[src/rtl/fetch_stage_pkg.sv]
// Shared instruction-bus types and fetch defaults for the MIPS core.
package fetch_stage_pkg;

    localparam logic [31:0] RESET_PC_DEFAULT = 32'hbfc0_0000;

    typedef struct packed {
        logic        valid;
        logic [31:0] addr;
    } ibus_req_t;

    typedef struct packed {
        logic        addr_ok;
        logic        data_ok;
        logic [31:0] data;
    } ibus_resp_t;

    function automatic logic [31:0] seq_pc(input logic [31:0] pc);
        return pc + 32'd4;
    endfunction

endpackage

[src/rtl/fetch_stage_if.sv]
// Instruction bus between the IF stage (master) and the memory side (slave).
interface fetch_stage_if;
    import fetch_stage_pkg::*;

    ibus_req_t  ireq;
    ibus_resp_t iresp;

    modport master (output ireq, input iresp);
    modport slave  (input ireq, output iresp);
endinterface

[src/rtl/fetch_stage.sv]
// IF stage: owns the PC, issues instruction fetches, buffers a word across
// stalls and writes the IF/ID register. Redirects honour one delay slot.
module fetch_stage
    import fetch_stage_pkg::*;
#(
    parameter logic [31:0] RESET_PC = RESET_PC_DEFAULT
) (
    input  logic               clk,
    input  logic               reset,
    fetch_stage_if.master      ibus,
    input  logic               stall,
    input  logic               redirect_valid,
    input  logic [31:0]        redirect_pc,
    output logic [31:0]        pcD,
    output logic [31:0]        instrD,
    output logic               validD
);

    localparam logic [1:0] INIT  = 2'd0;
    localparam logic [1:0] FETCH = 2'd1;
    localparam logic [1:0] HOLD  = 2'd2;

    logic [1:0]  state_q, state_d;
    logic [31:0] pc_q, pc_d;
    logic [31:0] tgt_q, tgt_d;
    logic        tgt_valid_q, tgt_valid_d;
    logic [31:0] buf_q, buf_d;
    logic [31:0] pcD_q, pcD_d;
    logic [31:0] instrD_q, instrD_d;
    logic        validD_q, validD_d;

    logic        fetch_ok;
    logic        redir;
    logic        deliver;
    logic [31:0] npc;
    logic        unused_addr_ok;

    assign unused_addr_ok = ibus.iresp.addr_ok;

    always_comb begin
        fetch_ok = (state_q == FETCH) && ibus.iresp.data_ok;
        redir    = redirect_valid && !stall;
        deliver  = !stall && (fetch_ok || (state_q == HOLD));

        if (redir)            npc = redirect_pc;
        else if (tgt_valid_q) npc = tgt_q;
        else                  npc = seq_pc(pc_q);

        state_d     = state_q;
        pc_d        = pc_q;
        tgt_d       = tgt_q;
        tgt_valid_d = tgt_valid_q;
        buf_d       = buf_q;
        pcD_d       = pcD_q;
        instrD_d    = instrD_q;
        validD_d    = validD_q;

        // Delivery passes back through INIT so every launch is registered,
        // giving one fetch per two cycles even on a zero-latency bus.
        case (state_q)
            INIT:    state_d = FETCH;
            FETCH:   if (fetch_ok) state_d = stall ? HOLD : INIT;
            HOLD:    if (!stall) state_d = INIT;
            default: state_d = INIT;
        endcase

        if (fetch_ok && stall) buf_d = ibus.iresp.data;

        if (deliver) begin
            pc_d        = npc;
            tgt_valid_d = 1'b0;
            pcD_d       = pc_q;
            instrD_d    = (state_q == HOLD) ? buf_q : ibus.iresp.data;
            validD_d    = 1'b1;
        end else begin
            if (redir) begin
                tgt_d       = redirect_pc;
                tgt_valid_d = 1'b1;
            end
            if (!stall) begin
                validD_d = 1'b0;
                instrD_d = '0;
            end
        end
    end

    always_ff @(posedge clk) begin
        if (reset) begin
            state_q     <= INIT;
            pc_q        <= RESET_PC;
            tgt_q       <= '0;
            tgt_valid_q <= 1'b0;
            buf_q       <= '0;
            pcD_q       <= '0;
            instrD_q    <= '0;
            validD_q    <= 1'b0;
        end else begin
            state_q     <= state_d;
            pc_q        <= pc_d;
            tgt_q       <= tgt_d;
            tgt_valid_q <= tgt_valid_d;
            buf_q       <= buf_d;
            pcD_q       <= pcD_d;
            instrD_q    <= instrD_d;
            validD_q    <= validD_d;
        end
    end

    assign ibus.ireq.valid = (state_q == FETCH);
    assign ibus.ireq.addr  = pc_q;
    assign pcD             = pcD_q;
    assign instrD          = instrD_q;
    assign validD          = validD_q;

endmodule
[src/flat_wrapper.sv]
// flat-port wrapper written by rule: the top's interface ports become plain ports
module fetch_stage_flat import fetch_stage_pkg::*;
#(
    parameter logic [31:0] RESET_PC = RESET_PC_DEFAULT
)
  (clk, reset, stall, redirect_valid, redirect_pc, pcD, instrD, validD, ibus_ireq, ibus_iresp);
  fetch_stage_if ibus_i ();
  input  logic clk;
  input  logic reset;
  input  logic stall;
  input  logic redirect_valid;
  input  logic [31:0] redirect_pc;
  output logic [31:0] pcD;
  output logic [31:0] instrD;
  output logic validD;
  output wire logic [$bits(ibus_i.ireq)-1:0] ibus_ireq;
  input wire logic [$bits(ibus_i.iresp)-1:0] ibus_iresp;
  assign ibus_ireq = ibus_i.ireq;
  assign ibus_i.iresp = ibus_iresp;
  fetch_stage #(.RESET_PC(RESET_PC)) u_core (.clk(clk), .reset(reset), .ibus(ibus_i), .stall(stall), .redirect_valid(redirect_valid), .redirect_pc(redirect_pc), .pcD(pcD), .instrD(instrD), .validD(validD));
endmodule
[config.mk]
export PLATFORM = sky130hd
export DESIGN_NAME = fetch_stage_flat
export DESIGN_NICKNAME = d
export VERILOG_FILES = /design/src/rtl/fetch_stage_pkg.sv /design/src/rtl/fetch_stage_if.sv /design/src/rtl/fetch_stage.sv /design/src/flat_wrapper.sv
export SDC_FILE = /design/constraint.sdc
export NUM_CORES = 1
export LEC_CHECK = 0
export ABC_CLOCK_PERIOD_IN_PS = 2550
export CAP_MARGIN = 20
export CORE_UTILIZATION = 40
export DETAILED_ROUTE_END_ITERATION = 16
export DONT_BUFFER_PORTS = 1
export PLACE_DENSITY_LB_ADDON = 0.15
export SYNTH_ARGS = -nofsm -noshare
export SYNTH_HDL_FRONTEND = slang
export SYNTH_SLANG_ARGS = --single-unit
[constraint.sdc]
create_clock -name clk -period 2.55 [get_ports clk]
set_input_delay 0.1275 -clock clk [delete_from_list [all_inputs] [get_ports clk]]
set_output_delay 0.1275 -clock clk [all_outputs]
set_load 0.02 [all_outputs]
==> impl_summary.txt <==
----------------------------------------------------
[Timing]
  Pins over their slew limit ... 0
  Measured slew at the worst slew-check pin ... 0.598 ns
  Crit path time final ... around 2.1 ns
  Final count of hold timing violations ... 0
  Hold WS ... a little under 0.02 ns
  Setup repair after global routing missed its margin ... false
  Highest attainable clock frequency ... around 470 MHz
  Final worst clock skew ... ~0.0063 ns
  Final-report setup violation count ... 0
  Aggregate negative setup slack ... 0 ns
  Normalized max-slew margin ... roughly three fifths
  Post-route clock period utilization ... between 80% and 90%

[Routing]
  Routed Wire Length ... 20,700 µm
  Total DRC errors in the routed layout ... 0
  Via total after detailed routing ... ~6,600
  Average wire length per cell after detail routing ... roughly 17 µm
  DR iter-0 viols ... approximately 400
  Met2 wire length ... 9800 µm
  Router iterations before antenna repair ... 5
  Met3 layer wire length in the routed design ... between 1500 and 2000 µm
  DR vias/cell ... 5.45
  Highest routing layer actually used ... met4
  Met1 Wirelength ... approximately 9000 µm
  Number of nets with antenna violations after routing ... 0

[Clocking]
  Clock insertion delay at the later pin of the skew report ... approximately 0.42 ns
  Number of setup buffers added after CTS ... 0
  Clock edge transition at the registers on the reported setup and hold paths ... roughly 0.070 ns
  Number of buffers inserted during clock tree synthesis ... 17
  Level count of the clock H-tree ... 4
  Number of gates given a new drive strength after cts ... 0
  CTS Hold Bufs ... 68
  Root Driver ... sky130_fd_sc_hd__clkbuf_16
  Bufs on Longest Clock Path ... 2
  TritonCTS clock tree ... done
  # clock sinks ... about 160

[Synth]
  Most used standard cell by instance count after synthesis ... sky130_fd_sc_hd__nand2_1
  Flip-flop and latch count after synthesis ... between 150 and 200
  Count of flip-flops with a built-in enable after synthesis ... 0
  Netlist area before placement ... roughly 7100 µm²
  Commonest cells in the synthesized netlist ... sky130_fd_sc_hd__nand2_1, sky130_fd_sc_hd__dfxtp_1, sky130_fd_sc_hd__a21oi_1
  Distinct cell type count after synthesis ... 57
  Sequential fraction of the synthesis area ... roughly 46%
  Syn Inst Count ... just over 900
  Syn_nets ... between 900 and 1,000
  Fraction of synthesized cell area taken by the top area cell type ... 46.4%
  Mean area per synthesized cell ... a little under 8 µm²
  Cell types with the largest area share after synthesis ... sky130_fd_sc_hd__dfxtp_1, sky130_fd_sc_hd__nand2_1, sky130_fd_sc_hd__a21oi_1
  Synth area leader ... sky130_fd_sc_hd__dfxtp_1
  Yosys synthesis warning count ... 0
  Top_reg_cell synth ... sky130_fd_sc_hd__dfxtp_1
  Share of synthesized registers carrying an async set or reset ... 0%

[Floorplanning]
  Area enclosed by the die boundary ... 18,200 µm²
  Die width ... around 140 µm
  Chip Height ... 135 µm
  Placement Rows ... between 40 and 50
  Initial cell density of the core ... roughly 41%
  Core region area ... approximately 17,000 µm²
  I/O Pins ... between 150 and 200

[Global route]
  Number of global-route vias before repair ... between 6,000 and 7,000
  Overall track demand over capacity in global routing ... a little under a quarter
  Remaining global-route overflow ... 0
  Global-route wire length before repair ... roughly 33,000 µm
  Largest net degree at the start of global routing ... about 130
  Number of antenna violations at the first check in global routing ... 0

[Setup path]
  Kind of end point of the critical path ... flip-flop
  WP data required ... ~2.9 ns
  Critical path launch point type ... flip-flop
  Category of the critical setup timing path ... flip-flop to flip-flop
  Arrival time of data at the critical path endpoint ... roughly 2.5 ns
  Peak fanout along the critical path ... 8

[Final layout]
  Filler cells ... roughly 1,700
  Area of all sequential standard cells ... 3280 µm²
  Number of nets in the layout ... just over 1,000
  Antenna Cells ... 0
  Layout overhead on the synthesized area ... 22.7%
  Area of all placed cells without fillers ... between 8000 and 9000 µm²
  Multi-input gate area ... roughly 3500 µm²
  Fraction of layout cells with a size suffix above 1 ... just over 8%

[Hold path]
  Kind of path behind the tightest hold check ... input pin to flip-flop

[Job]
  Number of violations of the max-capacitance limit ... 0

[Place]
  Final estimated routing congestion in global placement ... about 0.78
  Number of buffers inserted by port buffering ... 0
  HPWL after detailed placement ... between 10,000 and 15,000 µm
  Cell area after placement ... about 7400 µm²

[Power]
  Leakage power figure ... between 3 and 4 nW
  Maximum ir drop on the vdd rail ... approximately 440 µV
  Power density over cell area ... slightly below 700 nW/µm²

[Run status]
  Outcome ... complete, no violations

----------------------------------------------------
==> state kept, by name, indices dropped and copies added (netlist names) <==
signal,cells
u_core.pc_q,32
u_core.state_q,2
u_core.tgt_q,32
u_core.buf_q,32
u_core.validD,1
u_core.pcD,32
u_core.instrD,32
u_core.tgt_valid_q,1
==> path summary, 6_finish.rpt <==
kind                          from               end  slack [ns]  cells past startpoint
setup / recovery    u_core.pc_q[8]   u_core.pc_q[28]        0.40                      5
hold / removal     redirect_pc[15]   u_core.pc_q[15]        0.02                      4
setup reg to reg    u_core.pc_q[8]   u_core.pc_q[28]        0.40                      5
hold reg to reg   u_core.buf_q[25]  u_core.buf_q[25]        0.45                      2
==> through the flow <==
stage | power, mW | cells | setup WS, ns | util (%)
4_1_cts | 5.92 | 1204 | 0.374 | 50.2
3_5_place_dp | 3.20 | 1104 | 0.384 | 42.8
5_1_grt | 6.09 | 1204 | 0.259 | 50.2
6_report | 5.85 | 1204 | 0.404 | 50.2
2_1_floorplan | 3.10 | 915 | 0.514 | -
3_3_place_gp | 3.20 | 1104 | 0.419 | 42.8
==> placed cells by master, fill, tap and decap left out, drive strengths merged, types with 5 or more instances in the layout <==
master / n
buf: 38
o21ai: 54
nand2b: 5
dlygate4sd3: 67
inv: 12
nand4: 10
nand2: 271
a21oi: 129
clkbuf: 18
nor3: 8
o211ai: 9
dfxtp: 164
a31oi: 6
mux2i: 37
nor2: 20
nor4: 7
and3: 12
a211oi: 6
and4: 5
nand3: 36
==> worst max-delay path: stages (launching register included) <==
cell	delay, ns
sky130_fd_sc_hd__dfxtp_1	0.55
sky130_fd_sc_hd__and3_1	0.40
sky130_fd_sc_hd__nand3_2	0.19
sky130_fd_sc_hd__nor4_1	0.40
sky130_fd_sc_hd__o21ai_0	0.13
sky130_fd_sc_hd__a221o_1	0.37
==> layout make-up <==
cell class / instances / share of cell area (%)
clock buffers: 18 / 4.94
repair buffers: 105 / 11.7
multi-input cells: 670 / 40.3
flip-flops and latches: 164 / 37.8
clock inverters: 14 / 1.76
well taps: 225 / 3.24
inverters: 8 / 0.346
==> per-layer routing <==
| metal | vias to the layer above | track usage, % |
|---|---|---|
| li1 | 3272 | - |
| met5 | - | 0 |
| met2 | 224 | 36.9 |
| met3 | 16 | 6.98 |
| met1 | 3045 | 30.0 |
| met4 | 0 | 6.05 |
==> cells by family after synthesis <==
kind of cell / synth area share [%]
and+or+nand+nor: 23.7
AOI/OAI and AO/OA: 19.6
DFF: 46.4
buffers and inverters: 4.51
muxes: 5.39
xor gates and xnor gates: 0.247
adders and majority gates: 0.177
==> power by group <==
part	switching, mW	internal [mW]	total (mW)
clock	1.12	1.46	2.57
combinational	0.321	0.218	0.540
sequential	0.0963	2.64	2.74
total	1.53	4.32	5.85
Note: power is estimated with default switching activity, not from simulation.
